<file path="src/rtl/trace_fifo.sv">
// Small synchronous FIFO holding trace entries; head is presented combinationally.
// Latency: a push is visible at the head the cycle after the pushing edge.
// Backpressure: push is dropped when full unless a pop happens at the same edge; pop on empty is ignored.
module trace_fifo #(
    parameter int WIDTH = 69,
    parameter int DEPTH = 4,
    localparam int PTR_W = (DEPTH > 1) ? $clog2(DEPTH) : 1,
    localparam int CNT_W = PTR_W + 1
) (
    input  logic             clk,
    input  logic             rst_n,
    input  logic             push,
    input  logic [WIDTH-1:0] push_dat,
    input  logic             pop,
    output logic [WIDTH-1:0] pop_dat,
    output logic             empty,
    output logic             full
);

    logic [WIDTH-1:0] mem [DEPTH];
    logic [PTR_W-1:0] wr_ptr;
    logic [PTR_W-1:0] rd_ptr;
    logic [CNT_W-1:0] count;
    logic             do_push;
    logic             do_pop;

    assign empty   = (count == '0);
    assign full    = (count == CNT_W'(DEPTH));
    assign do_pop  = pop && !empty;
    assign do_push = push && (!full || do_pop);
    assign pop_dat = mem[rd_ptr];

    // Pointer and occupancy bookkeeping; pointers wrap naturally since DEPTH is a power of two.
    always_ff @(posedge clk or negedge rst_n) begin
        if (!rst_n) begin
            wr_ptr <= '0;
            rd_ptr <= '0;
            count  <= '0;
        end else begin
            if (do_push)
                wr_ptr <= wr_ptr + PTR_W'(1);
            if (do_pop)
                rd_ptr <= rd_ptr + PTR_W'(1);
            count <= count + CNT_W'(do_push) - CNT_W'(do_pop);
        end
    end

    // Storage needs no reset: occupancy decides what is valid.
    always_ff @(posedge clk) begin
        if (do_push)
            mem[wr_ptr] <= push_dat;
    end

endmodule

</file>
<file path="config.mk">
export PLATFORM = sky130hd
export DESIGN_NAME = trace_fifo
export DESIGN_NICKNAME = d
export VERILOG_FILES = /design/src/rtl/trace_fifo.sv
export SDC_FILE = /design/constraint.sdc
export NUM_CORES = 1
export LEC_CHECK = 0
export BUFFER_PORTS_ARGS = -buffer_cell sky130_fd_sc_hd__buf_2
export CAP_MARGIN = 20
export CORE_AREA = 4 4 178 180
export CTS_CLUSTER_SIZE = 16
export DETAILED_ROUTE_END_ITERATION = 8
export DIE_AREA = 0 0 182 184
export PLACE_DENSITY = 0.64
export SYNTH_ARGS = -nofsm -noshare
export SYNTH_HDL_FRONTEND = slang
export SYNTH_SLANG_ARGS = --single-unit
</file>
<file path="constraint.sdc">
create_clock -name clk -period 3.83 [get_ports clk]
set_input_delay 0.383 -clock clk [delete_from_list [all_inputs] [get_ports clk]]
set_output_delay 0.383 -clock clk [all_outputs]
set_load 0.03 [all_outputs]
</file>
==> run_results.csv, run 1 <==
group,metric,value,unit
sta,max_freq,349,MHz
critical_path,critical_path.slowest_cell,"dfrtp_4",
sta,finalSetupTns,0,ns
pwr,power.density_cell_area,847,mW/mm²
yosys,ys_warn_count,0,
yosys,synthSimpleGateAreaFrac,0.00566,
yosys,synth.avg_cell_area,26.3,µm²
yosys,dominantRegCellSynth,"edfxtp_1",
placement,port_buffers,143,
routing,drc_errors,0,
critical_path,critical-path-max-stage-delay,0.67,ns
clocking,htree_levels,1,
sta,maxSlewHeadroom,0.600,
yosys,async_set_or_reset_register_ratio_after_synthesis,0.0247,
sta,setup_slack,0.967,ns
clocking,cts_buffers,30,
floorplan,floorplan.core_area,0.0302,mm²
yosys,syn-num-nets,475,
global_route,grt.total_usage,0.114,
flow_run,timing.max_cap.violations,0,
critical_path,end_kind,"primary output",
sta,tightestPinTransition,0.600,ns
critical_path,crit_fanout,21,
global_route,grt_first_pass_wirelength,29900,µm
clocking,cts_tree,"done",
global_route,pin_count_of_the_biggest_net_entering_global_routing,71,
routing,detail_route.wirelength,19300,µm
yosys,synth_register_bits,283,
critical_path,critPathArrivalTime,2.48,ns
critical_path,worst_ep_required_time,3.45,ns
routing,via_count,4601,
clocking,clock_insertion_delay_worst_skew,0.53,ns
sta,clock_skew,0.00763,ns
clocking,tritoncts_num_sinks,283,
cells_and_area,relative_area_change_from_synthesis_to_final_layout,21.6,%
global_route,grt_antenna_before_repair,2,
critical_path,timing.critical_path.cells,"buf_4 > mux4_2 > buf_2",
routing,drtAntennaViolNets,0,
sta,rsz0062_at_grt,"false",
global_route,grt_pass1_vias,5159,
routing,dr.first_iter.drc_count,231,
cells_and_area,mostFrequentLayoutCell,"edfxtp_1",
yosys,yosys-mux-area-fraction,0.151,
sta,layout_min_cycle_time,2.86,ns
floorplan,design.die.area,0.0335,mm²
clocking,clock_transition_time_at_the_flip_flop_clock_pins_of_the_worst_setup_and_hold_paths,0.06,ns
yosys,yosysSeqAreaShare,0.814,
yosys,synth_enable_flop_cells,276,
floorplan,dieHeight,184,µm
yosys,yosys.area_share.xor_xnor,0.00421,
routing,drt-pass1-iter-count,4,
cells_and_area,nets,642,
critical_path,critical_path_class,"reg -> out",
routing,viasPerCell,4.69,
yosys,synth_compound_gate_area_share,0.00325,
floorplan,io_pins,144,
clocking,cts_buffer_depth,3,
pwr,static-leakage-power,4.30,nW
yosys,yosys.area_share.adder,0.00794,
outcome,run_status,"complete, no violations",
yosys,syn-instance-count,396,
critical_path,crit-reg2reg-launch,"count[1]",
cells_and_area,most-common-layout-cells,"276 x edfxtp_1, 143 x buf_2, 69 x mux4_2, 31 x clkbuf_16",
placement,last_weighted_congestion_value_of_the_routability_driven_placer,0.708,
yosys,synth_cell_type_count,21,
yosys,synth_top_family_by_area,"multiplexers",
min_path,holdCritStartpoint,"push_dat[62]",
floorplan,die-width,182,µm
placement,dp.final_hpwl,11200,µm
critical_path,timing.critical_path.from_type,"flip-flop",
pwr,vdd.ir_drop.worst,0.481,mV
clocking,clock-root-buffer,"clkbuf_16",
critical_path,cp-startpoint,"rd_ptr[0]",
sta,report.final.setup_viol,0,
routing,drt-wirelength-per-cell,19.7,µm
cells_and_area,drive_gt1_frac,0.463,
floorplan,core.rowCount,64,
sta,hold_violations,0,
yosys,syn-cell-area,0.0104,mm²
cells_and_area,final_core_utilization,0.419,
pwr,finalPower,10.7,mW
floorplan,start_util,0.344,
clocking,post_cts_resize_count,0,
global_route,global_route.overflow_total,0,
min_path,worst_hold_path_type,"in -> reg",
sta,final_max_slew_viol_count,0,
placement,dpl_worst_slack,1.46,ns
sta,timing.final.crit_share,0.748,
layout make-up:
cell class / count / area [µm²]
antenna: 1 / 2.50
multi-input combinational: 92 / 1800
clock buffer: 37 / 798
tap: 396 / 495
inverter: 5 / 18.8
sequential: 283 / 8470
clock inverter: 15 / 196
fill: 2592 / 17500
timing repair buffer: 151 / 861
state kept, by name, indices dropped and copies added, names as in the netlist:
signal and count:
mem 276, count 3, rd_ptr 2, wr_ptr 2
through the flow:
stage / cells / cell area, µm² / hold slack (ns)
after floorplan: 396 / 10400 / 0.0874
after global placement: 921 / 11500 / 0.230
after detailed placement: 921 / 11500 / 0.237
after CTS: 974 / 12500 / 0.0202
after global routing: 980 / 12600 / 0.0248
final: 980 / 12600 / 0.0544
repair_timing:
action	4_1_cts	5_1_grt
hold buffers	1	0
buffers inserted	0	0
endpoints found under the hold margin	7	0
path summary, 6_finish.rpt:
path / to / slack (ns) / cells past startpoint
max: pop_dat[38] / 0.97 / 3
min: mem[1][62] / 0.05 / 1
max reg2reg: count[2] / 1.57 / 7
min reg2reg: wr_ptr[1] / 0.59 / 1
max in group asynchronous: rd_ptr[1] / 3.41 / 2
min in group asynchronous: count[1] / 0.22 / 2
where the power goes:
part / total [mW] / switching, mW / internal [mW]
clock network: 2.90 / 1.10 / 1.80
logic: 3.44 / 2.14 / 1.30
registers: 4.37 / 0.284 / 4.09
metal layers:
metal / wire length, µm / vias to the layer above / global-route usage / part of all wire
met5: 13 / - / 0 / 0.00067
met3: 1200 / 30 / 0.0319 / 0.062
met2: 9990 / 116 / 0.203 / 0.52
li1: - / 2037 / - / -
met1: 7830 / 2416 / 0.139 / 0.41
met4: 302 / 2 / 0.0288 / 0.016
logic make-up after synthesis:
logic type,count (synthesis)
AOI/OAI and AO/OA,3
xor gates and xnor gates,5
adders and majority gates,6
buffers and inverters,21
DFF,283
muxes,70
and+or+nand+nor,8
critical path: cells and delay by family (launching register included):
family,cells,cell delay [ns]
flip-flops,1,0.67
multiplexers,1,0.58
buffers and inverters,2,0.67
cells in the mapped netlist (4+ instances only):
cell / n / area, µm²
inv_1: 4 / 15.0
buf_6: 8 / 90.1
edfxtp_1: 276 / 8290
dfrtp_1: 7 / 175
and2_1: 4 / 25.0
ha_1: 5 / 62.6
xnor2_1: 4 / 35.0
mux4_2: 69 / 1550
buf_2: 7 / 35.0
Note: power is estimated with default switching activity, not from simulation.
==> run 2: changes to the inputs <==
==> constraint.sdc (replaced) <==
create_clock -name clk -period 2.74 [get_ports clk]
set_input_delay 0.274 -clock clk [delete_from_list [all_inputs] [get_ports clk]]
set_output_delay 0.274 -clock clk [all_outputs]
set_load 0.03 [all_outputs]
==> run_results.csv, run 2 (synthesis results as in run 1) <==
group,metric,value,unit
min_path,worst_hold_path_type,"in -> reg",
routing,drt-wirelength-per-cell,19.2,µm
pwr,pwr-share-comb,0.332,
cells_and_area,max_flop_register,"mem",
clocking,cts_buffer_depth,3,
critical_path,crit_buf_inv,2,
routing,drtAntennaViolNets,0,
critical_path,timing.critical_path.from_type,"flip-flop",
floorplan,die-width,182,µm
global_route,global_route.overflow_total,0,
critical_path,rr_worst_depth,7,
floorplan,dieHeight,184,µm
sta,hold_violations,0,
placement,last_weighted_congestion_value_of_the_routability_driven_placer,0.754,
placement,dp.final_hpwl,12200,µm
routing,detail_route.wirelength,20200,µm
global_route,grt_use_met1,0.147,
global_route,grt_antenna_before_repair,0,
min_path,timing.hold.worst_endpoint,"rd_ptr[0]",
flow_run,timing.max_cap.violations,0,
global_route,grt_first_pass_wirelength,31200,µm
sta,finalSetupTns,0,ns
critical_path,reg2reg_to,"count[2]",
cells_and_area,most-common-layout-cells,"276 x edfxtp_1, 143 x buf_2, 70 x dlygate4sd3_1, 69 x mux4_2, 31 x clkbuf_16",
sta,clock_skew,0.0143,ns
critical_path,critical-path-max-stage-delay,0.81,ns
cells_and_area,post_layout_nonfiller_instances,1054,
pwr,finalPower,15.1,mW
routing,viasPerCell,4.62,
critical_path,critPathArrivalTime,2.20,ns
clocking,htree_levels,1,
min_path,min_delay_path_depth,3,
pwr,switching_share,0.330,
floorplan,start_util,0.344,
floorplan,core.rowCount,64,
sta,rsz0062_at_grt,"false",
critical_path,worst_ep_required_time,2.47,ns
clocking,post_cts_resize_count,0,
routing,drc_errors,0,
cells_and_area,fin_area,0.0134,mm²
critical_path,regToRegSetupSlack,0.53,ns
floorplan,io_pins,144,
floorplan,design.die.area,0.0335,mm²
global_route,grt.busiest_layer,"met2",
pwr,vdd.ir_drop.worst,0.652,mV
cells_and_area,drive_gt1_frac,0.426,
placement,dpl-instance-area,0.0117,mm²
pwr,power_frac_clock,0.266,
pwr,static-leakage-power,4.62,nW
sta,final_max_slew_viol_count,0,
min_path,holdCritStartpoint,"pop",
clocking,cts_setup_buffers,0,
critical_path,crit-reg2reg-launch,"count[1]",
cells_and_area,largest_registers,"mem x276, count x3",
pwr,power.density_cell_area,1130,mW/mm²
global_route,met3_track_demand_over_resource_in_global_routing,0.0253,
sta,timing.final.crit_share,0.902,
sta,max_freq,405,MHz
cells_and_area,max_reg_flops,276,
floorplan,floorplan.core_area,0.0302,mm²
clocking,clock_transition_time_at_the_flip_flop_clock_pins_of_the_worst_setup_and_hold_paths,0.06,ns
routing,dr.first_iter.drc_count,228,
outcome,run_status,"complete, no violations",
critical_path,critical_path.top_delay_family,"flip-flops",
cells_and_area,antenna_cells_inserted,0,
critical_path,critical_path.slowest_cell,"dfrtp_4",
clocking,cts-hold-fix-buffers,70,
pwr,power_report.internal_total,10.1,mW
global_route,grt.total_usage,0.119,
placement,port_buffers,143,
routing,drt-pass1-iter-count,6,
global_route,met2_global_route_usage,0.216,
global_route,grt_pass1_vias,5433,
critical_path,timing.critical_path.cells,"buf_4 > mux4_2 > buf_2",
critical_path,critical_path_class,"reg -> out",
clocking,clock_insertion_delay_worst_skew,0.53,ns
cells_and_area,nets,715,
clocking,cts_tree,"done",
clocking,clock-root-buffer,"clkbuf_16",
sta,tightestPinTransition,0.589,ns
global_route,pin_count_of_the_biggest_net_entering_global_routing,38,
cells_and_area,relative_area_change_from_synthesis_to_final_layout,28.6,%
sta,layout_min_cycle_time,2.47,ns
sta,report.final.setup_viol,0,
clocking,tritoncts_num_sinks,283,
cells_and_area,mostFrequentLayoutCell,"edfxtp_1",
critical_path,crit_fanout,37,
critical_path,end_kind,"primary output",
pwr,power.share.sequential,0.402,
routing,via_count,4871,
sta,maxSlewHeadroom,0.607,
placement,dp_cells,931,
pwr,netSwitchingPower,4.97,mW
clocking,cts_buffers,29,
run 2: changes by cell type in the layout (fill, tap and decap cells not counted), moves of 2 or more:
cell and delta:
bufinv_16 -2, buf_4 +5, clkbuf_8 +5, clkbuf_1 -3
dlygate4sd3_1 +69
run 2: worst max path at each step:
| stage | to | slack [ns] | from | depth (start not counted) |
|---|---|---|---|---|
| 6_report | pop_dat[43] | 0.27 | rd_ptr[1] | 3 |
| 5_1_grt | pop_dat[58] | 0.16 | rd_ptr[1] | 3 |
| 4_1_cts | pop_dat[43] | 0.18 | rd_ptr[1] | 3 |
| 3_5_place_dp | count[2] | 0.51 | count[1] | 7 |
| 3_3_place_gp | count[2] | 0.56 | count[1] | 7 |
| 2_1_floorplan | mem[0][0] | 0.51 | count[2] | 3 |
run 2: final cells by class:
type / instances / area [µm²]
inverter: 5 / 18.8
clock inverter: 14 / 155
timing repair buffer: 225 / 1580
fill: 2529 / 16800
multi-input combinational: 92 / 1800
sequential: 283 / 8470
tap: 396 / 495
clock buffer: 39 / 856
run 2: through the flow:
| stage | worst slack [ns] | util | hold WS [ns] |
|---|---|---|---|
| after floorplan | 0.506 | - | -0.0216 |
| after global placement | 0.563 | 0.386 | 0.112 |
| after detailed placement | 0.508 | 0.386 | 0.122 |
| after CTS | 0.184 | 0.443 | 0.0430 |
| after global routing | 0.165 | 0.443 | 0.0805 |
| final | 0.269 | 0.443 | 0.0714 |
run 2: power groups by stage:
stage / Clock [mW] / Combinational (mW) / Sequential [mW]
2_1_floorplan: 0 / 3.74 / 5.94
3_3_place_gp: 0 / 4.99 / 6.09
3_5_place_dp: 0 / 5.04 / 6.16
4_1_cts: 4.12 / 5.14 / 6.07
5_1_grt: 4.32 / 5.33 / 6.13
6_report: 4.01 / 5.00 / 6.05
run 2: routing by layer:
layer  routed length, µm  share of wire
met1                8090           0.40
met2               10600           0.53
met3                1090          0.054
met4                 425          0.021
met5                   0              0
run 2: worst min-delay path, delay by kind of cell:
family / cells / cell delay (ns)
buffers and inverters: 1 / 0.11
AO/OA/AOI/OAI: 1 / 0.10
XOR/XNOR: 1 / 0.07
